$ cat config.mk
export PLATFORM = sky130hd
export DESIGN_NAME = traffic_phase_ctrl
export DESIGN_NICKNAME = d
export VERILOG_FILES = /design/src/rtl/traffic_pkg.sv /design/src/rtl/phase_timer.sv /design/src/rtl/traffic_phase_ctrl.sv
export SDC_FILE = /design/constraint.sdc
export NUM_CORES = 1
export LEC_CHECK = 0
export CORE_ASPECT_RATIO = 0.7
export CORE_MARGIN = 1
export CORE_UTILIZATION = 55
export CTS_BUF_LIST = sky130_fd_sc_hd__clkbuf_8
export CTS_CLUSTER_SIZE = 14
export DETAILED_ROUTE_END_ITERATION = 16
export DONT_BUFFER_PORTS = 1
export PLACE_DENSITY = 0.7
export SYNTH_ARGS = -nofsm -noshare
export SYNTH_HDL_FRONTEND = slang
export SYNTH_SLANG_ARGS = --single-unit
$ cat constraint.sdc
create_clock -name clk -period 2.5 [get_ports clk]
set_input_delay 0.375 -clock clk [delete_from_list [all_inputs] [get_ports clk]]
set_output_delay 0.375 -clock clk [all_outputs]
set_load 0.1 [all_outputs]
$ cat src/rtl/traffic_pkg.sv
// rtl/traffic_pkg.sv - shared phase encoding and light constants
package traffic_pkg;

  typedef enum logic [2:0] {
    MAIN_GREEN  = 3'd0,
    MAIN_YELLOW = 3'd1,
    ALL_RED_1   = 3'd2,
    SIDE_GREEN  = 3'd3,
    SIDE_YELLOW = 3'd4,
    ALL_RED_2   = 3'd5,
    NIGHT_BLINK = 3'd6
  } phase_e;

  localparam logic [2:0] LT_RED = 3'b100;
  localparam logic [2:0] LT_YEL = 3'b010;
  localparam logic [2:0] LT_GRN = 3'b001;
  localparam logic [2:0] LT_OFF = 3'b000;

endpackage

$ cat src/rtl/phase_timer.sv
// rtl/phase_timer.sv - loadable tick down-counter for phase durations
module phase_timer #(
  parameter int              CNT_W   = 8,
  parameter logic [CNT_W-1:0] RST_VAL = '0
) (
  input  logic             clk,
  input  logic             rst_n,
  input  logic             etick,
  input  logic             load,
  input  logic [CNT_W-1:0] load_val,
  output logic [CNT_W-1:0] timer,
  output logic             zero
);

  // A load always takes priority: it happens on the same tick that ends a phase.
  always_ff @(posedge clk or negedge rst_n) begin
    if (!rst_n) begin
      timer <= RST_VAL;
    end else if (load) begin
      timer <= load_val;
    end else if (etick && (timer != '0)) begin
      timer <= timer - 1'b1;
    end
  end

  assign zero = (timer == '0);

endmodule

$ cat src/rtl/traffic_phase_ctrl.sv
// rtl/traffic_phase_ctrl.sv - intersection phase sequencer with pedestrian and night modes
module traffic_phase_ctrl
  import traffic_pkg::*;
#(
  parameter int T_GREEN_MAIN = 20,
  parameter int T_MIN_GREEN  = 5,
  parameter int T_GREEN_SIDE = 10,
  parameter int T_YELLOW     = 3,
  parameter int T_ALL_RED    = 2,
  parameter int CNT_W        = 8
) (
  input  logic       clk,
  input  logic       rst_n,
  input  logic       tick,
  input  logic       enable,
  input  logic       night_mode,
  input  logic       ped_req,
  output logic [2:0] main_ryg,
  output logic [2:0] side_ryg,
  output logic       ped_walk,
  output logic       ped_ack,
  output logic [2:0] phase
);

  localparam logic [CNT_W-1:0] LD_GREEN_MAIN = CNT_W'(T_GREEN_MAIN - 1);
  localparam logic [CNT_W-1:0] LD_GREEN_SIDE = CNT_W'(T_GREEN_SIDE - 1);
  localparam logic [CNT_W-1:0] LD_YELLOW     = CNT_W'(T_YELLOW - 1);
  localparam logic [CNT_W-1:0] LD_ALL_RED    = CNT_W'(T_ALL_RED - 1);
  localparam logic [CNT_W-1:0] EARLY_LIMIT   = CNT_W'(T_GREEN_MAIN - T_MIN_GREEN);

  phase_e             state, state_nxt;
  logic               etick;
  logic               load;
  logic [CNT_W-1:0]   load_val;
  logic [CNT_W-1:0]   timer;
  logic               zero;
  logic               ped_pending;
  logic               served;
  logic               blink;
  logic               serve;

  assign etick = tick & enable;

  phase_timer #(
    .CNT_W   (CNT_W),
    .RST_VAL (LD_ALL_RED)
  ) u_timer (
    .clk      (clk),
    .rst_n    (rst_n),
    .etick    (etick),
    .load     (load),
    .load_val (load_val),
    .timer    (timer),
    .zero     (zero)
  );

  always_ff @(posedge clk or negedge rst_n) begin
    if (!rst_n) state <= ALL_RED_2;
    else        state <= state_nxt;
  end

  always_comb begin
    state_nxt = state;
    load      = 1'b0;
    load_val  = '0;
    case (state)
      MAIN_GREEN: begin
        if (etick && (zero || (ped_pending && (timer <= EARLY_LIMIT)))) begin
          state_nxt = MAIN_YELLOW;
          load      = 1'b1;
          load_val  = LD_YELLOW;
        end
      end
      MAIN_YELLOW: begin
        if (etick && zero) begin
          state_nxt = ALL_RED_1;
          load      = 1'b1;
          load_val  = LD_ALL_RED;
        end
      end
      ALL_RED_1: begin
        if (etick && zero) begin
          if (night_mode) begin
            state_nxt = NIGHT_BLINK;
          end else begin
            state_nxt = SIDE_GREEN;
            load      = 1'b1;
            load_val  = LD_GREEN_SIDE;
          end
        end
      end
      SIDE_GREEN: begin
        if (etick && zero) begin
          state_nxt = SIDE_YELLOW;
          load      = 1'b1;
          load_val  = LD_YELLOW;
        end
      end
      SIDE_YELLOW: begin
        if (etick && zero) begin
          state_nxt = ALL_RED_2;
          load      = 1'b1;
          load_val  = LD_ALL_RED;
        end
      end
      ALL_RED_2: begin
        if (etick && zero) begin
          if (night_mode) begin
            state_nxt = NIGHT_BLINK;
          end else begin
            state_nxt = MAIN_GREEN;
            load      = 1'b1;
            load_val  = LD_GREEN_MAIN;
          end
        end
      end
      NIGHT_BLINK: begin
        if (etick && !night_mode) begin
          state_nxt = ALL_RED_2;
          load      = 1'b1;
          load_val  = LD_ALL_RED;
        end
      end
      default: begin
        state_nxt = ALL_RED_2;
        load      = 1'b1;
        load_val  = LD_ALL_RED;
      end
    endcase
  end

  // Serving the request and clearing pending share one edge, so a coincident ped_req is dropped.
  assign serve = (state != SIDE_GREEN) && (state_nxt == SIDE_GREEN) && ped_pending;

  always_ff @(posedge clk or negedge rst_n) begin
    if (!rst_n) begin
      ped_pending <= 1'b0;
      served      <= 1'b0;
      ped_ack     <= 1'b0;
      blink       <= 1'b0;
    end else begin
      ped_ack <= serve;
      if (serve)        ped_pending <= 1'b0;
      else if (ped_req) ped_pending <= 1'b1;
      if (serve)                                                served <= 1'b1;
      else if ((state == SIDE_GREEN) && (state_nxt != SIDE_GREEN)) served <= 1'b0;
      if (state != NIGHT_BLINK) blink <= 1'b0;
      else if (etick)           blink <= night_mode ? ~blink : 1'b0;
    end
  end

  always_ff @(posedge clk or negedge rst_n) begin
    if (!rst_n) begin
      main_ryg <= LT_RED;
      side_ryg <= LT_RED;
      ped_walk <= 1'b0;
    end else begin
      ped_walk <= served && (state == SIDE_GREEN);
      case (state)
        MAIN_GREEN:  begin main_ryg <= LT_GRN; side_ryg <= LT_RED; end
        MAIN_YELLOW: begin main_ryg <= LT_YEL; side_ryg <= LT_RED; end
        SIDE_GREEN:  begin main_ryg <= LT_RED; side_ryg <= LT_GRN; end
        SIDE_YELLOW: begin main_ryg <= LT_RED; side_ryg <= LT_YEL; end
        NIGHT_BLINK: begin
          main_ryg <= blink ? LT_YEL : LT_OFF;
          side_ryg <= blink ? LT_YEL : LT_OFF;
        end
        default:     begin main_ryg <= LT_RED; side_ryg <= LT_RED; end
      endcase
    end
  end

  assign phase = state;

endmodule
==> reports/qor.tcl <==
set qor(total_iterations_of_the_first_detailed_routing_run) 11
set qor(antenna_found_initial) 0
set qor(vias) 993
set qor(post_drt_via_cell_ratio) 6.53
set qor(leakagePower_nw) 0.565
set qor(dr.first_iter.drc_count) 68
set qor(cts.htree.levels) 1
set qor(antenna_left) 0
set qor(drt_drc_violations_left) 1
set qor(buffer_ports.inserted) 0
set qor(final_layout_size_suffix_gt1_frac) 0.154
set qor(fraction_of_registers_with_async_set_or_reset_after_synthesis) 1.00
set qor(r2r_cells) 7
set qor(die_span_x_um) 57.8
set qor(finalInstanceArea_um2) 1310
set qor(wire_length_of_the_first_global_routing_pass_um) 4130
set qor(post_synthesis_net_count) 135
set qor(synth_seq_cells) 22
set qor(setup_total_negative_slack_ns) 0
set qor(post_syn_instances) 127
set qor(most_common_cell_after_layout_fill_and_taps_aside) {dfrtp_1}
set qor(required_ns) 2.69
set qor(netlist_area_um2) 1200
set qor(max_clock_freq_mhz) 431
set qor(final-max-slew-violation-count) 0
set qor(violations) {DRC}
set qor(timing_worst_setup_path_type) {flip-flop to flip-flop}
set qor(report.final.setup_viol) 0
set qor(numCtsBuffers) 3
set qor(netlist.area_leader.share) 0.355
set qor(pin_count) 17
set qor(layout.cells.most_common_list) {dfrtp_1 (17), nor2_1 (12), nand2_1 (12), inv_1 (7), nand3_1 (7)}
set qor(synth_sequential_area_ratio) 0.465
set qor(worst_ep_arrival_time_ns) 2.51
set qor(yosysTopAreaCell) {dfrtp_1}
set qor(grt_overflow_total) 0
set qor(pwr_density_cell_nw_per_um2) 1490
set qor(areaGrowthSynthToFinish_pct) 9.29
set qor(setup_slack_ns) 0.182
set qor(critPathLaunchType) {flip-flop}
set qor(synth.avg_cell_area_um2) 9.44
set qor(count_of_distinct_cell_types_in_the_synthesized_netlist) 44
set qor(cts.repair.resized) 0
set qor(floorplan.die_area_um2) 2370
set qor(place.gp.congestion) 0.790
set qor(tritoncts) {done}
set qor(design.core.area_um2) 1950
set qor(crit_path_capture_type) {flip-flop}
set qor(synth.top_cells.by_area) {dfrtp_1 (35%), dfstp_2 (11%), nand2_1 (3.8%)}
set qor(relSlewSlack) 0.353
set qor(detailed_place_hpwl_um) 1810
set qor(p_total_mw) 1.95
set qor(clockRootBuffer) {clkbuf_8}
set qor(placed_cells) 147
set qor(final.fill_count) 159
set qor(std_cell_rows) 13
set qor(clock_tree.buffer_depth) 2
set qor(fin_skew_ns) 0.00925
set qor(irDropWorstVdd_mv) 0.681
set qor(hold_class) {input pin to flip-flop}
set qor(post_dr_wirelength_cell_um) 16.8
set qor(ys.warnings.count) 0
set qor(postSynth.topFlopCell) {dfrtp_1}
set qor(dieHeight_um) 41.1
set qor(grt_pass1_vias) 900
set qor(drv.max_cap_violation_count) 0
set qor(final_hold_viol_count) 0
set qor(pre_cts_ws_ns) 0.200
set qor(critical_path.max_fanout) 7
set qor(non_filler_cells_final) 152
set qor(detailed_place.area_um2) 1230
set qor(final_min_period_over_clock_period) 0.927
set qor(tritoncts_num_sinks) 22
set qor(rsz0062_at_grt) {no}
set qor(globalRouteTotalUtil) 0.247
set qor(synth_enable_flop_cells) 0
set qor(largest_net_degree_at_the_start_of_global_routing) 23
set qor(layout_min_cycle_time_ns) 2.32
set qor(fin_hold_ws_ns) 0.226
set qor(tightestPinTransition_ns) 0.968
set qor(nets) 139
set qor(initial_utilization) 0.614
set qor(finalCoreUtilization) 0.671
set qor(holdPathStages) 1
set qor(worstSkewPairLatency_ns) 0.27
set qor(status) {finished, violations left}
set qor(drt_wl_total_um) 2560
set qor(cts.reportedPaths.clkPinSlew_ns) 0.08
set qor(number_of_antenna_cells_inserted) 0
-- repair_timing --
action,CTS,global route
buffers inserted,0,0
setup endpoints to repair,0,0
hold endpoints to repair,22,0
hold buffers,1,0
-- report_power, final --
group | internal, mW | switching, mW
clock network | 0.214 | 0.115
logic | 0.221 | 0.370
registers | 0.503 | 0.529
total | 0.938 | 1.01
-- flip-flops by register name (all words and copies together), names as in the netlist --
register / cells
side_ryg: 3
phase: 3
served: 1
ped_walk: 1
ped_pending: 1
u_timer.timer: 8
ped_ack: 1
blink: 1
main_ryg: 3
-- synthesized netlist by cell type, types with 3 or more instances --
cell type	instances
a21oi_1	5
clkbuf_1	4
dfrtp_1	17
dfstp_2	5
inv_1	7
nand2_1	12
nand2b_1	3
nand3_1	7
nor2_1	12
nor3_1	3
nor4_1	3
o211ai_1	3
o21ai_0	4
o31ai_1	4
xor2_1	3
-- cells by family (layout without fill, tap and decap cells) --
logic type	after synthesis	in the layout	synth area share
adder cells (fa/ha/maj)	2	2	0.0209
AND/OR/NAND/NOR	57	57	0.263
flip-flops	22	22	0.465
buffers and inverters	12	15	0.0386
XOR/XNOR	4	4	0.0292
AO/OA/AOI/OAI	29	29	0.175
multiplexers	1	1	0.00835
-- worst paths after layout --
| kind | to | slack (ns) | start |
|---|---|---|---|
| setup / recovery | u_timer.timer[6] | 0.18 | u_timer.timer[0] |
| hold / removal | ped_pending | 0.23 | ped_req |
| setup reg to reg | u_timer.timer[6] | 0.18 | u_timer.timer[0] |
| hold reg to reg | ped_walk | 0.51 | served |
| max in group asynchronous | phase[1] | 1.20 | rst_n |
| min in group asynchronous | u_timer.timer[5] | 0.70 | rst_n |
-- worst max-delay path, stage by stage (launching register included) --
cell and delay [ns]:
dfstp_2 0.53, inv_1 0.07, ha_1 0.21, nor3b_2 0.20
a21oi_2 0.32, nand3_1 0.19, or4_2 0.56, a21oi_1 0.18
-- layer usage --
layer  vias to the layer above  part of all wire  GRT usage
li1                        463                 -          -
met1                       477              0.47      0.347
met2                        45              0.43      0.378
met3                         8             0.079     0.0662
met4                         0             0.017     0.0714
met5                         -                 0          0
-- cell type report --
class	count	area (um2)	share of cell area
Inverter	7	26.3	0.0201
Clock inverter	1	30.0	0.0229
Timing Repair Buffer	4	32.5	0.0248
Multi-Input combinational cell	93	596	0.455
Sequential cell	22	557	0.425
Clock buffer	3	41.3	0.0315
Tap cell	22	27.5	0.0210
(Power assumes the default switching activity.)
